`config.mk`:
```
export PLATFORM = sky130hd
export DESIGN_NAME = mem_port_arbiter
export DESIGN_NICKNAME = d
export VERILOG_FILES = /design/src/rtl/mem_port_arbiter.sv
export SDC_FILE = /design/constraint.sdc
export NUM_CORES = 1
export LEC_CHECK = 0
export ABC_AREA = 1
export CAP_MARGIN = 20
export CORE_AREA = 2 2 238 240
export DETAILED_ROUTE_END_ITERATION = 6
export DIE_AREA = 0 0 240 242
export PLACE_DENSITY_LB_ADDON = 0.2
export SLEW_MARGIN = 20
export SYNTH_ARGS = -nofsm -noshare
export SYNTH_HDL_FRONTEND = slang
export SYNTH_SLANG_ARGS = --single-unit
export TNS_END_PERCENT = 30
```
`constraint.sdc`:
```
create_clock -name clk -period 2.5 [get_ports clk]
set_input_delay 0.375 -clock clk [delete_from_list [all_inputs] [get_ports clk]]
set_output_delay 0.375 -clock clk [all_outputs]
set_load 0.01 [all_outputs]
```
`src/rtl/mem_port_arbiter.sv`:
```
// mem_port_arbiter: shares one single-ported memory between the instruction
// fetch requester (fs) and the load/store requester (ls). Load/store has fixed
// priority, but a fetch that keeps losing arbitration is forced through after
// STARVE_MAX contended cycles. Only one memory transaction is outstanding.
// Optional feature: define ARB_PERF_CNT_EN to enable the wait-cycle counters
// on perf_fs_wait / perf_ls_wait. Without it both ports are tied to 0.
module mem_port_arbiter #(
  parameter int ADDR_W     = 64,
  parameter int DATA_W     = 64,
  parameter int STARVE_MAX = 4
) (
  input  logic                clk,
  input  logic                reset,
  input  logic                fs_req,
  input  logic [ADDR_W-1:0]   fs_addr,
  output logic                fs_ready,
  output logic                fs_resp_valid,
  output logic [DATA_W-1:0]   fs_rdata,
  input  logic                ls_req,
  input  logic                ls_we,
  input  logic [ADDR_W-1:0]   ls_addr,
  input  logic [DATA_W-1:0]   ls_wdata,
  input  logic [DATA_W/8-1:0] ls_wstrb,
  output logic                ls_ready,
  output logic                ls_resp_valid,
  output logic [DATA_W-1:0]   ls_rdata,
  output logic                mem_req,
  output logic                mem_we,
  output logic [ADDR_W-1:0]   mem_addr,
  output logic [DATA_W-1:0]   mem_wdata,
  output logic [DATA_W/8-1:0] mem_wstrb,
  input  logic                mem_ready,
  input  logic                mem_resp_valid,
  input  logic [DATA_W-1:0]   mem_rdata,
  output logic [31:0]         perf_fs_wait,
  output logic [31:0]         perf_ls_wait
);

  localparam logic [3:0] STARVE_LIM = 4'(STARVE_MAX);

  typedef enum logic {IDLE, BUSY} state_e;
  typedef enum logic {OWN_FS, OWN_LS} owner_e;

  state_e     state_q, state_d;
  owner_e     owner_q, owner_d;
  logic [3:0] starve_cnt_q, starve_cnt_d;
  logic       sel_fs;
  logic       sel_ls;

  // Arbitration, request muxing, response routing and next-state; reset blanks all outputs
  always_comb begin
    state_d       = state_q;
    owner_d       = owner_q;
    starve_cnt_d  = starve_cnt_q;
    sel_fs        = 1'b0;
    sel_ls        = 1'b0;
    mem_req       = 1'b0;
    mem_we        = 1'b0;
    mem_addr      = '0;
    mem_wdata     = '0;
    mem_wstrb     = '0;
    fs_ready      = 1'b0;
    ls_ready      = 1'b0;
    fs_resp_valid = 1'b0;
    ls_resp_valid = 1'b0;
    fs_rdata      = '0;
    ls_rdata      = '0;
    if (!reset) begin
      case (state_q)
        IDLE: begin
          sel_fs = fs_req && (!ls_req || starve_cnt_q == STARVE_LIM);
          sel_ls = ls_req && !sel_fs;
          if (sel_fs) begin
            mem_req  = 1'b1;
            mem_addr = fs_addr;
          end else if (sel_ls) begin
            mem_req   = 1'b1;
            mem_we    = ls_we;
            mem_addr  = ls_addr;
            mem_wdata = ls_wdata;
            mem_wstrb = ls_wstrb;
          end
          fs_ready = sel_fs && mem_ready;
          ls_ready = sel_ls && mem_ready;
          if (mem_req && mem_ready) begin
            state_d = BUSY;
            owner_d = sel_ls ? OWN_LS : OWN_FS;
          end
          if (sel_fs && mem_ready) begin
            starve_cnt_d = '0;
          end else if (fs_req && sel_ls && starve_cnt_q != STARVE_LIM) begin
            starve_cnt_d = starve_cnt_q + 4'd1;
          end
        end
        BUSY: begin
          if (mem_resp_valid) begin
            state_d = IDLE;
            if (owner_q == OWN_LS) begin
              ls_resp_valid = 1'b1;
              ls_rdata      = mem_rdata;
            end else begin
              fs_resp_valid = 1'b1;
              fs_rdata      = mem_rdata;
            end
          end
        end
        default: state_d = IDLE;
      endcase
    end
  end

  // State, owner and starvation counter registers
  always_ff @(posedge clk) begin
    if (reset) begin
      state_q      <= IDLE;
      owner_q      <= OWN_FS;
      starve_cnt_q <= '0;
    end else begin
      state_q      <= state_d;
      owner_q      <= owner_d;
      starve_cnt_q <= starve_cnt_d;
    end
  end

`ifdef ARB_PERF_CNT_EN
  logic [31:0] perf_fs_wait_q, perf_fs_wait_d;
  logic [31:0] perf_ls_wait_q, perf_ls_wait_d;

  // Count every cycle a requester is asking but not being accepted
  always_comb begin
    perf_fs_wait_d = perf_fs_wait_q + {31'd0, fs_req && !fs_ready};
    perf_ls_wait_d = perf_ls_wait_q + {31'd0, ls_req && !ls_ready};
  end

  // Wait-cycle counter registers, wrapping naturally at 2^32
  always_ff @(posedge clk) begin
    if (reset) begin
      perf_fs_wait_q <= '0;
      perf_ls_wait_q <= '0;
    end else begin
      perf_fs_wait_q <= perf_fs_wait_d;
      perf_ls_wait_q <= perf_ls_wait_d;
    end
  end

  assign perf_fs_wait = reset ? 32'd0 : perf_fs_wait_q;
  assign perf_ls_wait = reset ? 32'd0 : perf_ls_wait_q;
`else
  assign perf_fs_wait = 32'd0;
  assign perf_ls_wait = 32'd0;
`endif

endmodule

```
# ---- Yosys cells after proc, flatten, opt, wreduce, memory -nomap -nowiden
# Index checks and enable logic that the tools add are counted.
dict set report totals {
  elab_cells 67
  mem_bits_rw 0
  n_memories 0
  romBits 0
  latch_bits 0
  ff_bits 6
  input_bits 271
}
dict set report classes {
  n_reduce_logical 13
  n_div 0
  n_lt_le_gt_ge 0
  bitwise 1
  n_shift 0
  addsub 1
  n_mul 0
  n_mux 47
  eq_ne 2
}
# operator n
set ops {}
lappend ops {{2-to-1 mux 64 bit} 16}
lappend ops {{2-to-1 mux 8 bit} 4}
lappend ops {{2-to-1 mux 1 bit} 24}
lappend ops {{2-to-1 mux 4 bit} 2}
lappend ops {{logical AND 1 bit} 7}
lappend ops {{adder 4 x 1 -> 4 bit (second input constant)} 1}
lappend ops {{== test 4 x 3 -> 1 bit (second input constant)} 1}
lappend ops {{inequality test 4 x 3 -> 1 bit (second input constant)} 1}
lappend ops {{AND reduction 2 bit} 2}
lappend ops {{logical NOT 1 bit} 2}
lappend ops {{one-hot mux 1 bit (2 select lines)} 1}
lappend ops {{nonzero test 2 bit} 1}
lappend ops {{logical OR 1 bit} 1}
lappend ops {{inverter 1 bit} 1}

# ---- Longest topological paths before layout
dict set report depth {
  word_depth 12
  ltp_mapped 9
  depth_no_buf 9
}

# ---- Worst setup path before layout
# OpenSTA, ideal clock, no wires.
dict set report synth_path {
  path_kind {register to output}
  from {register starve_cnt_q[0]}
  to {output port mem_addr[33]}
  path_stages_with_launch 10
  t_required_ns 2.125
  path_slack_ns 0.698
  n_path_buf 2
  arrival_time_ns 1.427
  cell_sequence {dfxtp_1 > inv_1 > ha_1 > nand3_1 > nand2_2 > nand2_2 > buf_4 > buf_2 > nand3_1 > a21oi_1}
}
dict set report synth_between {
  elab_chain_len 9
}
# item line
set synth_lines {}
lappend synth_lines {{start, declared} 46} ;# logic [3:0] starve_cnt_q, starve_cnt_d;
lappend synth_lines {{start signal, assigned} 121} ;# starve_cnt_q <= starve_cnt_d;
lappend synth_lines {{== test 4 x 3 -> 1 bit *} 71} ;# sel_fs = fs_req && (!ls_req || starve_cnt_q == STARVE_LIM);
lappend synth_lines {{logical OR 1 bit *} 71}
lappend synth_lines {{logical AND 1 bit *} 71}
lappend synth_lines {{logical NOT 1 bit} 72} ;# sel_ls = ls_req && !sel_fs;
lappend synth_lines {{logical AND 1 bit} 72}
lappend synth_lines {{2-to-1 mux 64 bit} 76} ;# end else if (sel_ls) begin
lappend synth_lines {{2-to-1 mux 64 bit *} 73} ;# if (sel_fs) begin
lappend synth_lines {{2-to-1 mux 64 bit *} 69} ;# case (state_q)
lappend synth_lines {{2-to-1 mux 64 bit *} 68} ;# if (!reset) begin
lappend synth_lines {{end, declared} 29} ;# output logic [ADDR_W-1:0] mem_addr,
# Mark *: on every way between the ends. The rest lies on a longest branch, timed or not.

# ---- Final worst setup path
dict set report layout_path {
  from {input port reset}
  to {output port mem_addr[30]}
}
dict set report layout_between {
  elab_chain_len 1
}
# item line
set layout_lines {}
lappend layout_lines {{start, declared} 13} ;# input logic reset,
lappend layout_lines {{2-to-1 mux 64 bit} 68}
# No other way between the ends.

==> results.sh <==
export IMPL_grt_pass1_vias=6044
export IMPL_cts_num_sinks=6
export IMPL_pin_count=605
export IMPL_fmax_mhz=417
export IMPL_place_inst=1943
export IMPL_dieArea_mm2=0.0581
export IMPL_max_cap_violations=0
export IMPL_hold_depth=3
export IMPL_htree_levels=1
export IMPL_power_uw=1590
export IMPL_required_ps=2120
export IMPL_die_y_um=242
export IMPL_crit_path_end_kind="output port"
export IMPL_antenna_found_initial=2
export IMPL_cts_buffers=3
export IMPL_gp_congestion=0.790
export IMPL_start_util=0.0644
export IMPL_finalNetCount=1467
export IMPL_ys_seq_area_frac=0.0334
export IMPL_switchingPower_uw=603
export IMPL_syn_avg_cell_area_um2=5.57
export IMPL_intPower_uw=986
export IMPL_detail_route_iter0_violations=108
export IMPL_fin_ws_ps=99.5
export IMPL_netlist_area_mm2=0.00359
export IMPL_grt_setup_unrepaired="no"
export IMPL_ys_types=21
export IMPL_routedWlPerCell_um=13.9
export IMPL_swShare=0.379
export IMPL_fin_crit_ps=2400
export IMPL_ys_ff_latch=6
export IMPL_reg2regPathDepth=9
export IMPL_gr_total_overflow=0
export IMPL_io_buffers=540
export IMPL_comb_power_share=0.772
export IMPL_ant_nets=0
export IMPL_fillers=6524
export IMPL_p_leak_uw=0.00526
export IMPL_grt_pass1_wl_um=36900
export IMPL_crit_fanout=20
export IMPL_final_cell_area_mm2=0.00983
export IMPL_hp_class="reg -> reg"
export IMPL_setup_viol_count_final=0
export IMPL_fp_row_count=87
export IMPL_drt_wl_total_um=27100
export IMPL_detail_route_first_pass_iterations=4
export IMPL_postPlaceCellArea_mm2=0.00996
export IMPL_finalCritPeriodShare=0.960
export IMPL_die_width_um=240
export IMPL_dpl_hpwl_um=23100
export IMPL_powerDensity_mw_per_mm2=162
export IMPL_grt_max_degree=65
export IMPL_placeableCoreArea_mm2=0.0557
export IMPL_drcViolationCount=0
export IMPL_arrival_ps=2030
export IMPL_clk_latency_ps=230
export IMPL_clock_skew_ps=0.832
export IMPL_dp_slack_ps=-359
export IMPL_via_per_inst=3.11
export IMPL_areaGrowthSynthToFinish_pct=174
export IMPL_report_final_slew_viol_count=0
export IMPL_startpoint_type="primary input"
export IMPL_cts_hold_buffers_added=0
export IMPL_hold_violations=0
export IMPL_ir_drop_mv=0.132
export IMPL_path_class="in -> out"
export IMPL_seq_power_share=0.065
export IMPL_status="completed"
export IMPL_clkPwrFrac=0.162
export IMPL_path_clk_slew_ps=30
export IMPL_root_buffer="clkbuf_16"
export IMPL_grt_usage=0.0836
export IMPL_drive_above_1_share=0.124
export IMPL_yosysWarnings=0
export IMPL_via_count=6060
export IMPL_final_cells=1949
export IMPL_syn_instance_count=645
export IMPL_cts_tree="yes"
export IMPL_cts_buffer_depth=2
[worst max-delay path, stage by stage]
cell	delay, ps
clkdlybuf4s50_1	470
inv_1	70
buf_4	150
nand2_4	110
buf_8	170
bufbuf_16	320
a21oi_1	50
dlygate4sd2_1	290
[per-stage QoR]
stage               hold WS [ps]   util  setup TNS (ps)
floorplan                    444      -               0
global placement             514  0.179          -41770
detailed placement           525  0.179          -37480
CTS                          532  0.176            -526
global route                 564  0.176               0
finish                       530  0.176               0
[cell type report]
cell class	count	area [um2]	area share
repair buffers	600	5730	0.583
well taps	756	946	0.0962
multi-input cells	504	2660	0.270
diodes	1	2.50	0.000255
clock buffers	3	75.1	0.00764
inverters	79	299	0.0304
flip-flops and latches	6	120	0.0122
[sequential cells by signal, indices dropped and copies added, names as in the netlist]
signal	flops
owner_q	1
state_q	1
starve_cnt_q	4
[power groups by stage]
stage	Sequential (uW)	Clock, uW	Combinational (uW)
2_1_floorplan	104	0	523
3_3_place_gp	105	0	1320
4_1_cts	104	266	1250
6_report	104	258	1230
5_1_grt	104	271	1330
3_5_place_dp	105	0	1310
[cell usage after synthesis]
library cell / instances / share of area
a21oi_1: 65 / 0.091
buf_1: 6 / 0.0063
buf_2: 27 / 0.038
buf_4: 73 / 0.15
buf_6: 6 / 0.019
clkbuf_1: 7 / 0.0073
conb_1: 1 / 0.0010
dfxtp_1: 6 / 0.033
ha_1: 2 / 0.0070
inv_1: 76 / 0.079
inv_2: 3 / 0.0031
nand2_1: 81 / 0.085
nand2_2: 2 / 0.0035
nand3_1: 69 / 0.096
nand4_1: 2 / 0.0035
nor2_1: 143 / 0.15
nor3_1: 1 / 0.0014
nor3_2: 1 / 0.0028
nor3b_1: 25 / 0.052
nor3b_2: 48 / 0.17
o22ai_1: 1 / 0.0017
[path summary, 6_finish.rpt]
path                                                    from                           end  slack (ps)
worst min register to register  starve_cnt_q[3]$_SDFFE_PP0P_  starve_cnt_q[3]$_SDFFE_PP0P_         530
worst min-delay path            starve_cnt_q[3]$_SDFFE_PP0P_  starve_cnt_q[3]$_SDFFE_PP0P_         530
worst max register to register  starve_cnt_q[0]$_SDFFE_PP0P_  starve_cnt_q[0]$_SDFFE_PP0P_        1080
worst max-delay path                                   reset                  mem_addr[30]         100
[cell families after synthesis]
logic type      share of synthesized area
simple gates                        0.561
buf+inv                             0.305
compound gates                     0.0923
flops                              0.0335
fa+ha+maj                         0.00697
other cells                       0.00104
[cells in the final DEF (no fill, tap or decap), types with 2 or more instances in the layout]
master / n
dfxtp_1: 6
nand2_4: 2
clkbuf_2: 21
inv_2: 2
conb_1: 64
nor3b_1: 24
nand2_1: 79
dlymetal6s2s_1: 24
inv_1: 76
nand3_1: 69
clkdlybuf4s15_1: 15
ha_1: 2
buf_8: 3
dlygate4sd2_1: 204
nor2_1: 143
a21oi_1: 64
nor3b_2: 49
clkbuf_16: 3
buf_6: 2
nand4_1: 2
buf_12: 11
clkdlybuf4s50_1: 270
buf_4: 48
[layer usage]
| layer | global-route usage | routed length [um] | up-vias |
|---|---|---|---|
| met3 | 0.0227 | 2570 | 19 |
| met4 | 0.0164 | 425 | 2 |
| met1 | 0.0844 | 9880 | 2696 |
| met2 | 0.168 | 14200 | 355 |
| li1 | - | - | 2988 |
| met5 | 0 | 11 | - |
[timing repair]
item	CTS	global route
buffers inserted	0	1
pin swaps	0	1
cloned	1	0
endpoints found under the setup margin	250	80
gates resized for setup	254	93
Power figures use the tool's default switching activity.
==> edit 1: new RTL, config.mk and constraints unchanged <==
Build with the macro `ARB_PERF_CNT_EN` defined.
--- a/src/rtl/mem_port_arbiter.sv
+++ b/src/rtl/mem_port_arbiter.sv
@@ -4,6 +4,8 @@
 // STARVE_MAX contended cycles. Only one memory transaction is outstanding.
 // Optional feature: define ARB_PERF_CNT_EN to enable the wait-cycle counters
 // on perf_fs_wait / perf_ls_wait. Without it both ports are tied to 0.
+`define ARB_PERF_CNT_EN
+
 module mem_port_arbiter #(
   parameter int ADDR_W     = 64,
   parameter int DATA_W     = 64,
Check against the original RTL: not equivalent (Yosys sat finds a counterexample within 4 cycles, from zero or initial values and one cycle with reset high).
==> edit 1 against the unedited design <==
Sequential power rose to 11 times the old value; sequential share of layout area rose by 8.5 points; maximum frequency fell by 0.70%; total power rose by 150%; critical endpoint is now perf_ls_wait_q[22]; worst setup slack got worse by 0.017 ns; design area rose by 47%; area after synthesis rose by 86%; synthesized cell count rose by 100%; sequential cell count rose by 64; routed wire length rose by 85%; global-route usage rose by 7.7 points; via count rose by 72%.
==> edit 1: results (changes against the unedited design) <==
- Outcome: finished, final reports clean
- Flops & latches, synth: 70 (+64)
- Grt met1 use: 19.5% (+11 points)
- Final clock-cell share: 2.25% (+1.5 points)
- Multi-input gate count: 997 (+98%)
- Worst-path clk slew: 0.06 ns (+0.03 ns)
- Min-Delay Path Class: in2reg
- Fillers: 6460 (-0.98%)
- Net count, final: 2197 (+50%)
- Hold path startpoint: reset
- Overall Global Routing Usage: 16.1% (+7.7 points)
- Power Dens Cells: 271 nW/µm² (+67%)
- Crit-path leading delay family: simple AND/OR/NAND/NOR gates
- Cts bufs inserted: 9 (+6)
- Flop+latch power: 1.14 mW (+1000%)
- Iteration-0 DRC Markers: 613 (+470%)
- Crit-path max cell delay: 0.32 ns (-0.15 ns)
- Global-route wire length before repair: 68900 µm (+87%)
- H-tree depth: 3 (+2)
- Layout cells sized above 1: 12.9% (+0.47 points)
- Routability Congestion: 0.933 (+18%)
- Initial antenna violation count: 28 (+26)
- Adder-Cell Fraction of Synth Area: 1.12% (+0.42 points)
- Distinct cells, synth: 29 (+38%)
- Seq area share: 9.73% (+8.5 points)
- Worst path slowest cell: dfxtp_2
- Peak VDD IR: 0.000224 V (+70%)
- Biggest regs: perf_fs_wait_q: 32 flops, perf_ls_wait_q: 32 flops, starve_cnt_q: 4 flops
- Most instantiated cells after synthesis: nor2_1, nand2_1, inv_1
- Met2 Usage GRT: 28.6% (+12 points)
- Worst-skew pair later-pin latency: 0.35 ns (+0.12 ns)
- Post-route met1 wirelength: 21100 µm (+110%)
- Hold EP: state_q
- Clock buffer count: 11 (+8)
- Measured slew at the worst slew-check pin: 0.570 ns
- Sequential area share after synthesis: 20.9% (+18 points)
- Synth top area cells: nor2_1, dfxtp_1, nand2_1
- Clock Skews: 0.0102 ns (+0.00937 ns)
- Leak: 6.51 nW (+24%)
- Drt wl/cell: 18.7 µm (+34%)
- YS warnings: 0 (unchanged)
- Routed met2 length: 24500 µm (+73%)
- Inverter count: 165 (+110%)
- Fin Hold WS: 0.397 ns (-0.133 ns)
- Vias in the first global route: 9996 (+65%)
- Multi-input gate area: 4570 µm² (+72%)
- I/O Buffers: 604 (+12%)
- Pin count of the biggest net entering global routing: 85 (+31%)
- Complex-gate fraction of the synthesized area: 10.5% (+1.2 points)
- DP Area: 13800 µm² (+39%)
- Non-clock buffers: 677 (+13%)
- WL met3: 3600 µm (+40%)
- Sw Share: 29.8% (-8.1 points)
- Signal buf overhead: 45.4% (-13 points)
- Drt first pass iters: 5 (+1)
- Data arrival, critical path: 2.64 ns (+0.61 ns)
- Ant diodes: 6 (+5)
- Via/cell ratio: 3.88 (+25%)
edit 1: changes by cell type after synthesis, sizes merged, moves of 46 or more:
cell,change
nand2,+247
nor2,+258
inv,+86
dfxtp,+64
buf,-51
a21oi,+46
nor3b,-73
edit 1: stage by stage:
step           power, mW  setup slack, ns  cells
6_report            3.91           0.0826   2687
3_3_place_gp        2.49           -0.191   2650
4_1_cts             3.94          -0.0504   2672
5_1_grt             4.10          -0.0880   2687
3_5_place_dp        2.48           -0.199   2650
2_1_floorplan       1.60            0.219   1303
edit 1: what timing repair did:
| item | in CTS | in global routing |
|---|---|---|
| pin swaps | 4 | 23 |
| buffers inserted | 2 | 8 |
| resized for setup | 466 | 88 |
| hold buffers | 0 | 0 |
| gates cloned | 4 | 1 |
| setup endpoints to repair | 262 | 149 |
edit 1: cell families after synthesis:
kind of cell	Yosys count
buffers and inverters	236
AND/OR/NAND/NOR	847
adder cells (fa/ha/maj)	6
XOR/XNOR	5
AO/OA/AOI/OAI	139
flip-flops	70
==> edit 2: new RTL, config.mk and constraints unchanged <==
Without the edit above. Compare `starve_cnt_q` against `STARVE_LIM` with >= in place of ==.
--- a/src/rtl/mem_port_arbiter.sv
+++ b/src/rtl/mem_port_arbiter.sv
@@ -68,7 +68,7 @@
     if (!reset) begin
       case (state_q)
         IDLE: begin
-          sel_fs = fs_req && (!ls_req || starve_cnt_q == STARVE_LIM);
+          sel_fs = fs_req && (!ls_req || starve_cnt_q >= STARVE_LIM);
           sel_ls = ls_req && !sel_fs;
           if (sel_fs) begin
             mem_req  = 1'b1;
Formal check against the unedited RTL: no difference found for any inputs over 4 cycles, from zero or initial values and one cycle with reset high; that may be too few to reach the edited logic, so the function may still have changed.
==> edit 2 against the unedited design <==
The run now ends with negative setup slack left; design area rose by 2.7%; routed wire length fell by 4.3%; sequential cell count stayed put; total power rose by 5.1%; first-iteration DRC count rose by 2.8%; largest cell class unchanged; clock skew is 0.016 ns higher; die area did not move; sequential power is 7% higher; clock power rose by 18%; largest power group unchanged; sequential share of layout area hardly changed; worst setup slack worse by 0.31 ns; register-to-register slack better by 0.15 ns; area after synthesis rose by 2.2%.
==> edit 2: results (changes against the unedited design) <==
- Outcome: finished with violations
- Failing checks: negative setup slack
- WL met3: 2780 µm (+8.3%)
- Distinct cells, synth: 23 (+9.5%)
- Iteration-0 DRC Markers: 111 (+2.8%)
- Global-route wire length before repair: 35800 µm (-3.0%)
- Worst-skew pair later-pin latency: 0.25 ns (+0.02 ns)
- Fillers: 6502 (-0.34%)
- Initial antenna violation count: 1 (-1)
- Register area: 121 µm² (+1.0%)
- Leak: 5.91 nW (+12%)
- Clock Skews: 0.0169 ns (+0.0161 ns)
- Post-route met1 wirelength: 9110 µm (-7.7%)
- Via/cell ratio: 3.09 (-0.52%)
- Net count, final: 1460 (-0.48%)
- Synth top area cells: nor3b_2, buf_4, nor2_1
- Sequential area share after synthesis: 3.27% (-0.071 points)
- Syn Area/Cell: 5.78 µm² (+3.8%)
- GRT met3 Usage: 2.77% (+0.50 points)
- Routability Congestion: 0.732 (-7.4%)
- Pin count of the biggest net entering global routing: 58 (-11%)
- Worst setup margin: -0.206 ns (-0.305 ns)
- CP Max Fanout: 7 (-65%)
- Grt met1 use: 7.81% (-0.63 points)
- Drt wl/cell: 13.3 µm (-4.0%)
- Fin Setup TNS: -0.239 ns (-0.239 ns)
- Data arrival, critical path: 2.33 ns (+0.30 ns)
- Worst-path clk slew: 0.05 ns (+0.02 ns)
- DP Worst Slack: -0.363 ns (-0.00417 ns)
- Routed met2 length: 13600 µm (-4.0%)
- Biggest regs: starve_cnt_q: 4 flops, owner_q: 1 flops, state_q: 1 flops
- Final setup fails: 2 (+2)
- HPWL Detailed: 22200 µm (-3.6%)
- Crit-path max cell delay: 0.60 ns (+0.13 ns)
- H-tree depth: 1 (unchanged)
- Most instantiated cells after synthesis: nor2_1, nand2_1, inv_1
- DR top layer: met4
- Vias in the first global route: 6165 (+2.0%)
- Layout Cells excl Fill: 1942 (-0.36%)
- Overall Global Routing Usage: 8.00% (-0.37 points)
## edit 2: changes by cell type after synthesis, sizes merged
cell	before	now
nand4	2	0
o21ai	0	3
a21oi	65	66
nor2	143	138
inv	79	76
nand2	83	78
clkbuf	7	3
buf	112	117
## edit 2: layout make-up
class | instances | share of cell area, %
timing repair buffer | 604 | 59.4
sequential | 6 | 1.20
clock buffer | 3 | 0.744
tap | 756 | 9.37
multi-input combinational | 496 | 26.4
antenna | 1 | 0.0248
inverter | 76 | 2.93
## edit 2: critical path: cells and delay by family
family / cells / cell delay, ns
buffers and inverters: 5 / 1.48
and+or+nand+nor: 2 / 0.48
## edit 2: cell families after synthesis
group,Yosys count,share of synthesized area (%)
buffers and inverters,196,32.3
other,1,0.102
AO/OA/AOI/OAI,70,9.58
adder cells (fa/ha/maj),2,0.682
AND/OR/NAND/NOR,360,54.1
flip-flops,6,3.27
## edit 2: repair_timing
| action | CTS | global route |
|---|---|---|
| pin swaps | 1 | 0 |
| gates cloned | 0 | 0 |
| endpoints found under the setup margin | 258 | 104 |
| buffers inserted | 0 | 6 |
| resized for setup | 205 | 101 |
## edit 2: power by group
part / switching [mW] / leakage [nW] / total, mW / internal, mW
sequential: 0.00912 / 0.0494 / 0.111 / 0.102
combinational: 0.553 / 5.82 / 1.25 / 0.701
clock: 0.0959 / 0.0370 / 0.305 / 0.209
## edit 2: final timing paths
kind / from / to / slack [ns] / cells past startpoint
setup / recovery: mem_resp_valid / fs_rdata[27] / -0.21 / 7
hold / removal: starve_cnt_q[3] / starve_cnt_q[3] / 0.45 / 2
setup reg to reg: starve_cnt_q[2] / starve_cnt_q[1] / 1.23 / 8
hold reg to reg: starve_cnt_q[3] / starve_cnt_q[3] / 0.45 / 2
